File: src/rtl/conv_col_feeder_if.sv
// Stream bundle for conv_col_feeder: packed pixel words in, K_H-pixel vertical columns out.
// master is the feeder's view; slave is the host/consumer view.
interface conv_col_feeder_if #(
  parameter int K_H = 3
);
  logic             in_valid;
  logic             in_ready;
  logic [31:0]      in_data;
  logic             col_valid;
  logic             col_ready;
  logic [8*K_H-1:0] col_data;
  logic [3:0]       col_x;
  logic [3:0]       col_y;

  modport master (
    input  in_valid, in_data, col_ready,
    output in_ready, col_valid, col_data, col_x, col_y
  );

  modport slave (
    output in_valid, in_data, col_ready,
    input  in_ready, col_valid, col_data, col_x, col_y
  );
endinterface

File: src/rtl/conv_col_feeder.sv
// Unpacks 4-pixel host words, keeps the previous K_H-1 image rows and emits vertical columns.
// Optional macro CONV_COL_FEEDER_STATS_EN adds a saturating stall_cnt output.
module conv_col_feeder #(
  parameter int K_H  = 3,
  parameter int IN_W = 15,
  parameter int IN_H = 16
) (
  input  logic clk,
  input  logic rst,
  input  logic start,
  conv_col_feeder_if.master bus,
  output logic busy,
  output logic frame_done
`ifdef CONV_COL_FEEDER_STATS_EN
  ,
  output logic [15:0] stall_cnt
`endif
);

  localparam int DATA_W = 8;
  localparam int NPIX   = IN_H * IN_W;
  localparam int NWORDS = NPIX / 4;
  localparam int WCW    = $clog2(NWORDS + 1);

  localparam logic [3:0]     X_LAST   = 4'(IN_W - 1);
  localparam logic [3:0]     Y_LAST   = 4'(IN_H - 1);
  localparam logic [3:0]     Y_FIRST  = 4'(K_H - 1);
  localparam logic [WCW-1:0] NWORDS_L = WCW'(NWORDS);

  typedef enum logic [1:0] {IDLE, RUN, DRAIN, DONE} state_t;

  state_t                   state;
  logic [31:0]              hold_p0;
  logic [2:0]               pix_left;
  logic [WCW-1:0]           words_acc;
  logic [3:0]               x_cnt;
  logic [3:0]               y_cnt;
  logic [DATA_W-1:0]        lb [K_H-1][IN_W];

  logic                     pix_adv;
  logic                     accept;
  logic                     col_load;
  logic                     last_pix;
  logic [DATA_W-1:0]        pix_p0;
  logic [8*K_H-1:0]         col_next;

`ifdef CONV_COL_FEEDER_STATS_EN
  function automatic logic [15:0] sat_inc16(input logic [15:0] v);
    return (v == 16'hFFFF) ? v : v + 16'd1;
  endfunction
`endif

  assign pix_p0 = hold_p0[DATA_W-1:0];

  // A new word may land in the same cycle its predecessor's last pixel leaves.
  assign bus.in_ready = (state == RUN) && (words_acc < NWORDS_L) &&
                        ((pix_left == 3'd0) || ((pix_left == 3'd1) && pix_adv));

  always_comb begin
    pix_adv  = (pix_left != 3'd0) && (!bus.col_valid || bus.col_ready);
    accept   = bus.in_valid && bus.in_ready;
    col_load = pix_adv && (y_cnt >= Y_FIRST);
    last_pix = pix_adv && (x_cnt == X_LAST) && (y_cnt == Y_LAST);
    col_next = '0;
    col_next[8*(K_H-1) +: 8] = pix_p0;
    for (int k = 0; k < K_H - 1; k++) begin
      col_next[8*k +: 8] = lb[k][x_cnt];
    end
  end

  // Stage p0: pixel holding register and line buffer (data only, no reset)
  always_ff @(posedge clk) begin
    if (accept) begin
      hold_p0 <= bus.in_data;
    end else if (pix_adv) begin
      hold_p0 <= {8'h00, hold_p0[31:8]};
    end
    if (pix_adv) begin
      for (int k = 0; k < K_H - 2; k++) begin
        lb[k][x_cnt] <= lb[k+1][x_cnt];
      end
      lb[K_H-2][x_cnt] <= pix_p0;
    end
  end

  // Stage p1: control FSM, counters and the column output register
  always_ff @(posedge clk) begin
    if (rst) begin
      state         <= IDLE;
      busy          <= 1'b0;
      frame_done    <= 1'b0;
      pix_left      <= 3'd0;
      words_acc     <= '0;
      x_cnt         <= 4'd0;
      y_cnt         <= 4'd0;
      bus.col_valid <= 1'b0;
      bus.col_data  <= '0;
      bus.col_x     <= 4'd0;
      bus.col_y     <= 4'd0;
    end else begin
      if (accept) begin
        pix_left  <= 3'd4;
        words_acc <= words_acc + 1'b1;
      end else if (pix_adv) begin
        pix_left <= pix_left - 3'd1;
      end

      if (pix_adv) begin
        if (x_cnt == X_LAST) begin
          x_cnt <= 4'd0;
          if (y_cnt != Y_LAST) y_cnt <= y_cnt + 4'd1;
        end else begin
          x_cnt <= x_cnt + 4'd1;
        end
      end

      if (col_load) begin
        bus.col_valid <= 1'b1;
        bus.col_data  <= col_next;
        bus.col_x     <= x_cnt;
        bus.col_y     <= y_cnt;
      end else if (bus.col_ready) begin
        bus.col_valid <= 1'b0;
      end

      case (state)
        IDLE: begin
          if (start) begin
            state     <= RUN;
            busy      <= 1'b1;
            pix_left  <= 3'd0;
            words_acc <= '0;
            x_cnt     <= 4'd0;
            y_cnt     <= 4'd0;
          end
        end
        RUN: begin
          if (last_pix) state <= DRAIN;
        end
        DRAIN: begin
          if (bus.col_valid && bus.col_ready) begin
            state      <= DONE;
            frame_done <= 1'b1;
          end
        end
        DONE: begin
          state      <= IDLE;
          busy       <= 1'b0;
          frame_done <= 1'b0;
        end
        default: state <= IDLE;
      endcase
    end
  end

`ifdef CONV_COL_FEEDER_STATS_EN
  always_ff @(posedge clk) begin
    if (rst) begin
      stall_cnt <= 16'd0;
    end else if ((state == IDLE) && start) begin
      stall_cnt <= 16'd0;
    end else if (busy && bus.col_valid && !bus.col_ready) begin
      stall_cnt <= sat_inc16(stall_cnt);
    end
  end
`endif

endmodule

File: src/flat_wrapper.sv
// flat-port wrapper written by rule: the top's interface ports become plain ports
module conv_col_feeder_flat 
#(
  parameter int K_H  = 3,
  parameter int IN_W = 15,
  parameter int IN_H = 16
)
  (clk, rst, start, busy, frame_done, bus_in_valid, bus_in_data, bus_col_ready, bus_in_ready, bus_col_valid, bus_col_data, bus_col_x, bus_col_y);
  conv_col_feeder_if #(.K_H(K_H)) bus_i ();
  input  logic clk;
  input  logic rst;
  input  logic start;
  output logic busy;
  output logic frame_done;
  input wire logic [$bits(bus_i.in_valid)-1:0] bus_in_valid;
  input wire logic [$bits(bus_i.in_data)-1:0] bus_in_data;
  input wire logic [$bits(bus_i.col_ready)-1:0] bus_col_ready;
  output wire logic [$bits(bus_i.in_ready)-1:0] bus_in_ready;
  output wire logic [$bits(bus_i.col_valid)-1:0] bus_col_valid;
  output wire logic [$bits(bus_i.col_data)-1:0] bus_col_data;
  output wire logic [$bits(bus_i.col_x)-1:0] bus_col_x;
  output wire logic [$bits(bus_i.col_y)-1:0] bus_col_y;
  assign bus_i.in_valid = bus_in_valid;
  assign bus_i.in_data = bus_in_data;
  assign bus_i.col_ready = bus_col_ready;
  assign bus_in_ready = bus_i.in_ready;
  assign bus_col_valid = bus_i.col_valid;
  assign bus_col_data = bus_i.col_data;
  assign bus_col_x = bus_i.col_x;
  assign bus_col_y = bus_i.col_y;
  conv_col_feeder #(.K_H(K_H), .IN_W(IN_W), .IN_H(IN_H)) u_core (.clk(clk), .rst(rst), .start(start), .bus(bus_i), .busy(busy), .frame_done(frame_done));
endmodule
File: config.mk
export PLATFORM = sky130hd
export DESIGN_NAME = conv_col_feeder_flat
export DESIGN_NICKNAME = d
export VERILOG_FILES = /design/src/rtl/conv_col_feeder_if.sv /design/src/rtl/conv_col_feeder.sv /design/src/flat_wrapper.sv
export SDC_FILE = /design/constraint.sdc
export NUM_CORES = 1
export LEC_CHECK = 0
export ABC_AREA = 1
export BUFFER_PORTS_ARGS = -buffer_cell sky130_fd_sc_hd__buf_2
export CAP_MARGIN = 20
export CORE_MARGIN = 2
export CORE_UTILIZATION = 40
export CTS_CLUSTER_SIZE = 24
export DETAILED_ROUTE_END_ITERATION = 10
export GPL_TIMING_DRIVEN = 0
export PLACE_DENSITY_LB_ADDON = 0.05
export SKIP_CTS_REPAIR_TIMING = 1
export SYNTH_ARGS = -nofsm -noshare
export SYNTH_HDL_FRONTEND = slang
export SYNTH_SLANG_ARGS = --single-unit
export TNS_END_PERCENT = 20
File: constraint.sdc
create_clock -name clk -period 3.4 [get_ports clk]
set_input_delay 0.68 -clock clk [delete_from_list [all_inputs] [get_ports clk]]
set_output_delay 0.68 -clock clk [all_outputs]
set_load 0.1 [all_outputs]
==> results of run 1 <==
[critical path: stages (launching register included)]
cell     delay [ps]
dfxtp_1         380
inv_1            80
ha_1            210
nand2_2          90
nand2_4         150
inv_2           120
buf_2           270
nand2_1         210
nor2_2          580
buf_8           230
[area by class of cell]
| type | instances | area, sq um |
|---|---|---|
| multi-input combinational | 838 | 3630 |
| inverter | 52 | 200 |
| timing repair buffer | 85 | 558 |
| clock buffer | 60 | 1070 |
| fill | 3051 | 17100 |
| sequential | 326 | 9250 |
| buffer | 58 | 344 |
| tap | 442 | 553 |
| clock inverter | 5 | 51.3 |
[flip-flops by register name, indices dropped and copies added, names as in the netlist]
name	cells
u_core.bus.col_data	24
u_core.bus.col_valid	1
u_core.bus.col_x	4
u_core.bus.col_y	4
u_core.busy	1
u_core.frame_done	1
u_core.hold_p0	32
u_core.lb	240
u_core.pix_left	3
u_core.state	2
u_core.words_acc	6
u_core.x_cnt	4
u_core.y_cnt	4
[metrics by stage]
stage                     utilization, %  hold WS [ps]
after CTS                           47.8           412
final                               47.8           422
after global routing                47.8           417
after global placement              43.6           460
after detailed placement            44.3           457
after floorplan                        -           468
[report_power, final]
| group | leakage (uW) | internal (uW) | switching (uW) |
|---|---|---|---|
| Combinational | 0.00294 | 1030 | 3260 |
| Sequential | 0.00291 | 5660 | 392 |
| Clock | 0.000543 | 2230 | 1520 |
[worst max-delay path by stage]
stage | to | from | slack (ps)
floorplan | u_core.hold_p0[0] | u_core.bus.col_valid | 700
global placement | u_core.lb[0][194] | bus_col_ready | -90
detailed placement | u_core.lb[0][227] | bus_col_ready | 640
CTS | bus_in_ready | u_core.state[1] | 790
global route | u_core.lb[0][110] | u_core.pix_left[0] | 630
finish | u_core.lb[0][110] | u_core.pix_left[0] | 780
[synth_stat cells (all sizes together)]
cell type | n | share of area [%]
a21oi | 34 | 1.3
edfxtp | 272 | 61
clkinv | 1 | 0.065
nor3 | 5 | 0.31
nor2 | 92 | 2.9
a221oi | 1 | 0.065
dfxtp | 54 | 8.1
a211oi | 3 | 0.17
o21a | 2 | 0.11
clkbuf | 4 | 0.11
o21ai | 42 | 1.6
nand2 | 567 | 16
xnor2 | 1 | 0.065
buf | 54 | 2.5
xor2 | 6 | 0.39
inv | 51 | 1.4
nand4 | 9 | 0.42
ha | 10 | 0.93
nand3 | 66 | 2.5
[routing by layer]
| metal | track usage (%) | wire [um] | share of wire (%) | vias to the layer above |
|---|---|---|---|---|
| li1 | - | - | - | 4472 |
| met3 | 3.23 | 2230 | 6.2 | 48 |
| met5 | 0 | 0 | 0 | - |
| met1 | 30.1 | 16800 | 47 | 4328 |
| met2 | 33.5 | 16300 | 45 | 271 |
| met4 | 5.43 | 740 | 2.1 | 0 |
[logic make-up after synthesis]
kind of cell | share of synthesized area [%]
buf+inv | 4.07
xor+xnor | 0.458
flops | 69.1
fa+ha+maj | 0.935
simple gates | 22.3
compound gates | 3.19
==> results.sh, run 1 <==
export IMPL_path_max_fanout=10
export IMPL_tns_ps=0
export IMPL_wl_per_cell_um=19.3
export IMPL_ys_ff_latch=326
export IMPL_reg2reg_from="u_core.pix_left[0]"
export IMPL_h_tree_depth=2
export IMPL_ant_nets=0
export IMPL_place_inst=1801
export IMPL_clock_sinks=326
export IMPL_hp_class="primary input to register"
export IMPL_hold_viol=0
export IMPL_hold_start="bus_in_data[22]"
export IMPL_period_needed_ps=2620
export IMPL_dp_hpwl_mm=24.5
export IMPL_endpoint_kind="register"
export IMPL_clock_skew_ps=16.9
export IMPL_syn_area_sq_mm=0.0134
export IMPL_drtIter0Drc=700
export IMPL_yosysSeqAreaShare_pct=69.1
export IMPL_postSynthCellCount=1274
export IMPL_coreArea_sq_mm=0.0328
export IMPL_drive_gt1_share_pct=15.5
export IMPL_outcome="completed"
export IMPL_clock_path_buffers=3
export IMPL_powerDensity_mw_per_mm2=901
export IMPL_rr_endpoint="u_core.lb[0][110]"
export IMPL_diodes=0
export IMPL_gp_congestion=0.841
export IMPL_setup_slack_ps=782
export IMPL_crit_required_ps=3620
export IMPL_min_path_cells=3
export IMPL_drv_slew=0
export IMPL_grt_max_degree=21
export IMPL_num_rows=66
export IMPL_cellLeakagePower_uw=0.00640
export IMPL_mostFrequentLayoutCells="nand2_1 (560), edfxtp_1 (272), buf_2 (109)"
export IMPL_crit_arrival_ps=2840
export IMPL_clock_root_buffer="clkbuf_16"
export IMPL_relSlewSlack_pct=44.5
export IMPL_routed_wl_mm=36.0
export IMPL_die_w_um=187
export IMPL_syn_avg_cell_area_sq_um=10.5
export IMPL_clk_pin_slew_worst_paths_ps=60
export IMPL_tightest_slew_ps=831
export IMPL_synth_fp_nets=1321
export IMPL_maxCapViolCount=0
export IMPL_period_share_pct=77.0
export IMPL_cts_buffers=37
export IMPL_cts_tree="built"
export IMPL_fmax_mhz=382
export IMPL_die_h_um=187
export IMPL_final_common_cell="nand2_1"
export IMPL_rsz0062_at_grt="no"
export IMPL_rrSetupSlack_ps=780
export IMPL_p_total_uw=14100
export IMPL_vias=9119
export IMPL_clk_latency_ps=520
export IMPL_grt_pass1_wl_mm=55.4
export IMPL_numPortBuffers=71
export IMPL_setup_viol=0
export IMPL_fin_area_sq_mm=0.0157
export IMPL_final_cells=1866
export IMPL_place_area_sq_mm=0.0145
export IMPL_track_usage_pct=21.0
export IMPL_pin_count=73
export IMPL_ir_drop_v=0.000493
export IMPL_grt_pass1_vias=8904
export IMPL_start_util_pct=40.8
export IMPL_post_place_ws_ps=639
export IMPL_hold_end="u_core.hold_p0[22]"
export IMPL_first_pass_iters=5
export IMPL_vias_per_cell=4.89
export IMPL_nets=1445
export IMPL_dieArea_sq_mm=0.0349
export IMPL_area_growth_pct=17.0
export IMPL_yosysWarnings=0
export IMPL_critPathKind="register to register"
export IMPL_drc=0
export IMPL_yosysUniqueCellTypes=32
export IMPL_globalRouteOverflowTotal=0
export IMPL_reg2regPathDepth=9
export IMPL_worstSetupStartpointType="register"
export IMPL_antenna_found_initial=0
Power figures use the tool's default switching activity.
==> inputs of run 2 (changes only) <==
==> constraint.sdc (replaced) <==
create_clock -name clk -period 2.7 [get_ports clk]
set_input_delay 0.54 -clock clk [delete_from_list [all_inputs] [get_ports clk]]
set_output_delay 0.54 -clock clk [all_outputs]
set_load 0.1 [all_outputs]
==> run 2 against run 1 <==
Sequential cell count stayed put. Sequential power rose by 26%. Count of clock-buffer cells in the layout fell by 6. Register-to-register slack worse by 640 ps. Routed wire length increased by 0.52%. Final cell count is 0.11% lower. Die area unchanged. Core utilization is essentially flat. Largest cell class unchanged. Highest routed layer unchanged.
==> results.sh, run 2 (same netlist as run 1, synthesis figures left out) <==
export IMPL_switching_share_pct=36.7
export IMPL_num_rows=66
export IMPL_fin_area_sq_mm=0.0157
export IMPL_reg2reg_from="u_core.pix_left[0]"
export IMPL_p_switching_uw=6490
export IMPL_drv_slew=0
export IMPL_fmax_mhz=391
export IMPL_start_util_pct=40.8
export IMPL_relSlewSlack_pct=40.9
export IMPL_gp_congestion=0.827
export IMPL_period_needed_ps=2560
export IMPL_rrSetupSlack_ps=140
export IMPL_clock_skew_ps=11.7
export IMPL_first_pass_iters=5
export IMPL_grt_pass1_vias=8910
export IMPL_rsz0062_at_grt="no"
export IMPL_nets=1443
export IMPL_clock_path_buffers=3
export IMPL_reg_top3="u_core.lb x240, u_core.hold_p0 x32, u_core.bus.col_data x24"
export IMPL_regMostFlops="u_core.lb"
export IMPL_place_area_sq_mm=0.0146
export IMPL_grt_max_degree=21
export IMPL_crit_required_ps=2910
export IMPL_cts_buffers=35
export IMPL_vias_per_cell=4.93
export IMPL_pwr_share_seq_pct=43.2
export IMPL_hold_viol=0
export IMPL_tns_ps=0
export IMPL_crit_arrival_ps=2770
export IMPL_reg2regPathDepth=9
export IMPL_maxCapViolCount=0
export IMPL_drc=0
export IMPL_endpoint_kind="register"
export IMPL_drive_gt1_share_pct=15.8
export IMPL_vias=9187
export IMPL_crit_path_end="u_core.lb[0][15]"
export IMPL_rr_endpoint="u_core.lb[0][15]"
export IMPL_mostFrequentLayoutCells="nand2_1 (560), edfxtp_1 (272), buf_2 (109)"
export IMPL_ir_drop_v=0.000657
export IMPL_clk_latency_ps=510
export IMPL_cp_cell_sequence="inv_1 -> ha_1 -> nand2_2 -> nand2_4 -> inv_2 -> buf_2 -> nand2_1 -> nor2_2 -> buf_6"
export IMPL_hp_class="primary input to register"
export IMPL_crit_slowest_cell="nor2_2"
export IMPL_die_w_um=187
export IMPL_numPortBuffers=71
export IMPL_coreArea_sq_mm=0.0328
export IMPL_startpoint="u_core.pix_left[0]"
export IMPL_track_usage_pct=20.9
export IMPL_fillers=3060
export IMPL_critPathKind="register to register"
export IMPL_combPwrFrac_pct=30.6
export IMPL_internal_power_uw=11200
export IMPL_cts_tree="built"
export IMPL_diodes=0
export IMPL_path_max_fanout=10
export IMPL_h_tree_depth=2
export IMPL_place_inst=1801
export IMPL_clockPowerShare_pct=26.3
export IMPL_final_common_cell="nand2_1"
export IMPL_cellLeakagePower_uw=0.00641
export IMPL_dp_hpwl_mm=24.6
export IMPL_dieArea_sq_mm=0.0349
export IMPL_cpPeakStageDelay_ps=550
export IMPL_area_growth_pct=17.0
export IMPL_antenna_found_initial=1
export IMPL_clock_root_buffer="clkbuf_16"
export IMPL_globalRouteOverflowTotal=0
export IMPL_drtIter0Drc=761
export IMPL_setup_viol=0
export IMPL_pin_count=73
export IMPL_routed_wl_mm=36.2
export IMPL_ant_nets=0
export IMPL_outcome="completed"
export IMPL_grt_pass1_wl_mm=55.0
export IMPL_wl_per_cell_um=19.4
export IMPL_clock_sinks=326
export IMPL_clk_pin_slew_worst_paths_ps=60
export IMPL_die_h_um=187
export IMPL_worstSetupStartpointType="register"
export IMPL_tightest_slew_ps=887
export IMPL_final_cells=1864
export IMPL_largest_register_ffs=240
export IMPL_period_share_pct=94.7
export IMPL_powerDensity_mw_per_mm2=1130
-- run 2: per-stage QoR --
stage	total power [uW]	hold WS (ps)	setup slack (ps)	util, %
after floorplan	10800	468	353	-
after global placement	13000	463	-643	43.6
after detailed placement	13200	458	112	44.4
after CTS	17800	270	138	47.8
after global routing	18600	291	43.9	47.8
final	17700	287	143	47.8
-- run 2: how the worst min path moves through the flow --
stage                                    from                  end  slack [ps]  depth (start not counted)
final                         bus_in_data[18]   u_core.hold_p0[18]         290                          3
after global routing          bus_in_data[19]   u_core.hold_p0[19]         290                          3
after CTS                     bus_in_data[18]   u_core.hold_p0[18]         270                          3
after detailed placement  u_core.bus.col_y[1]  u_core.bus.col_y[1]         460                          2
after global placement    u_core.bus.col_y[1]  u_core.bus.col_y[1]         460                          2
after floorplan           u_core.words_acc[5]  u_core.words_acc[5]         470                          2
-- run 2: critical path, delay by kind of cell, from the launching register on --
| kind | cells | cell delay [ps] |
|---|---|---|
| simple gates | 4 | 990 |
| buf+inv | 4 | 680 |
| flops | 1 | 370 |
| fa+ha+maj | 1 | 200 |
-- run 2: layout make-up --
cell class	count	area, sq um	share of cell area [%]
Timing Repair Buffer	85	587	3.75
Buffer	58	344	2.20
Clock buffer	54	1040	6.64
Clock inverter	9	63.8	0.407
Inverter	52	200	1.28
Tap cell	442	553	3.53
Multi-Input combinational cell	838	3630	23.1
Sequential cell	326	9250	59.1
-- run 2: metal layers --
layer | global-route usage [%] | up-vias | routed length [um]
met5 | 0 | - | 0
met4 | 6.20 | 0 | 827
met3 | 3.21 | 56 | 2250
met2 | 32.8 | 294 | 16200
met1 | 30.3 | 4370 | 17000
li1 | - | 4467 | -
-- run 2: power by group through the flow --
stage | sequential (uW) | combinational [uW] | clock, uW
4_1_cts | 7640 | 5450 | 4720
3_3_place_gp | 7740 | 5270 | 0
3_5_place_dp | 7740 | 5430 | 0
5_1_grt | 7710 | 5990 | 4940
2_1_floorplan | 7490 | 3290 | 0
6_report | 7620 | 5400 | 4640
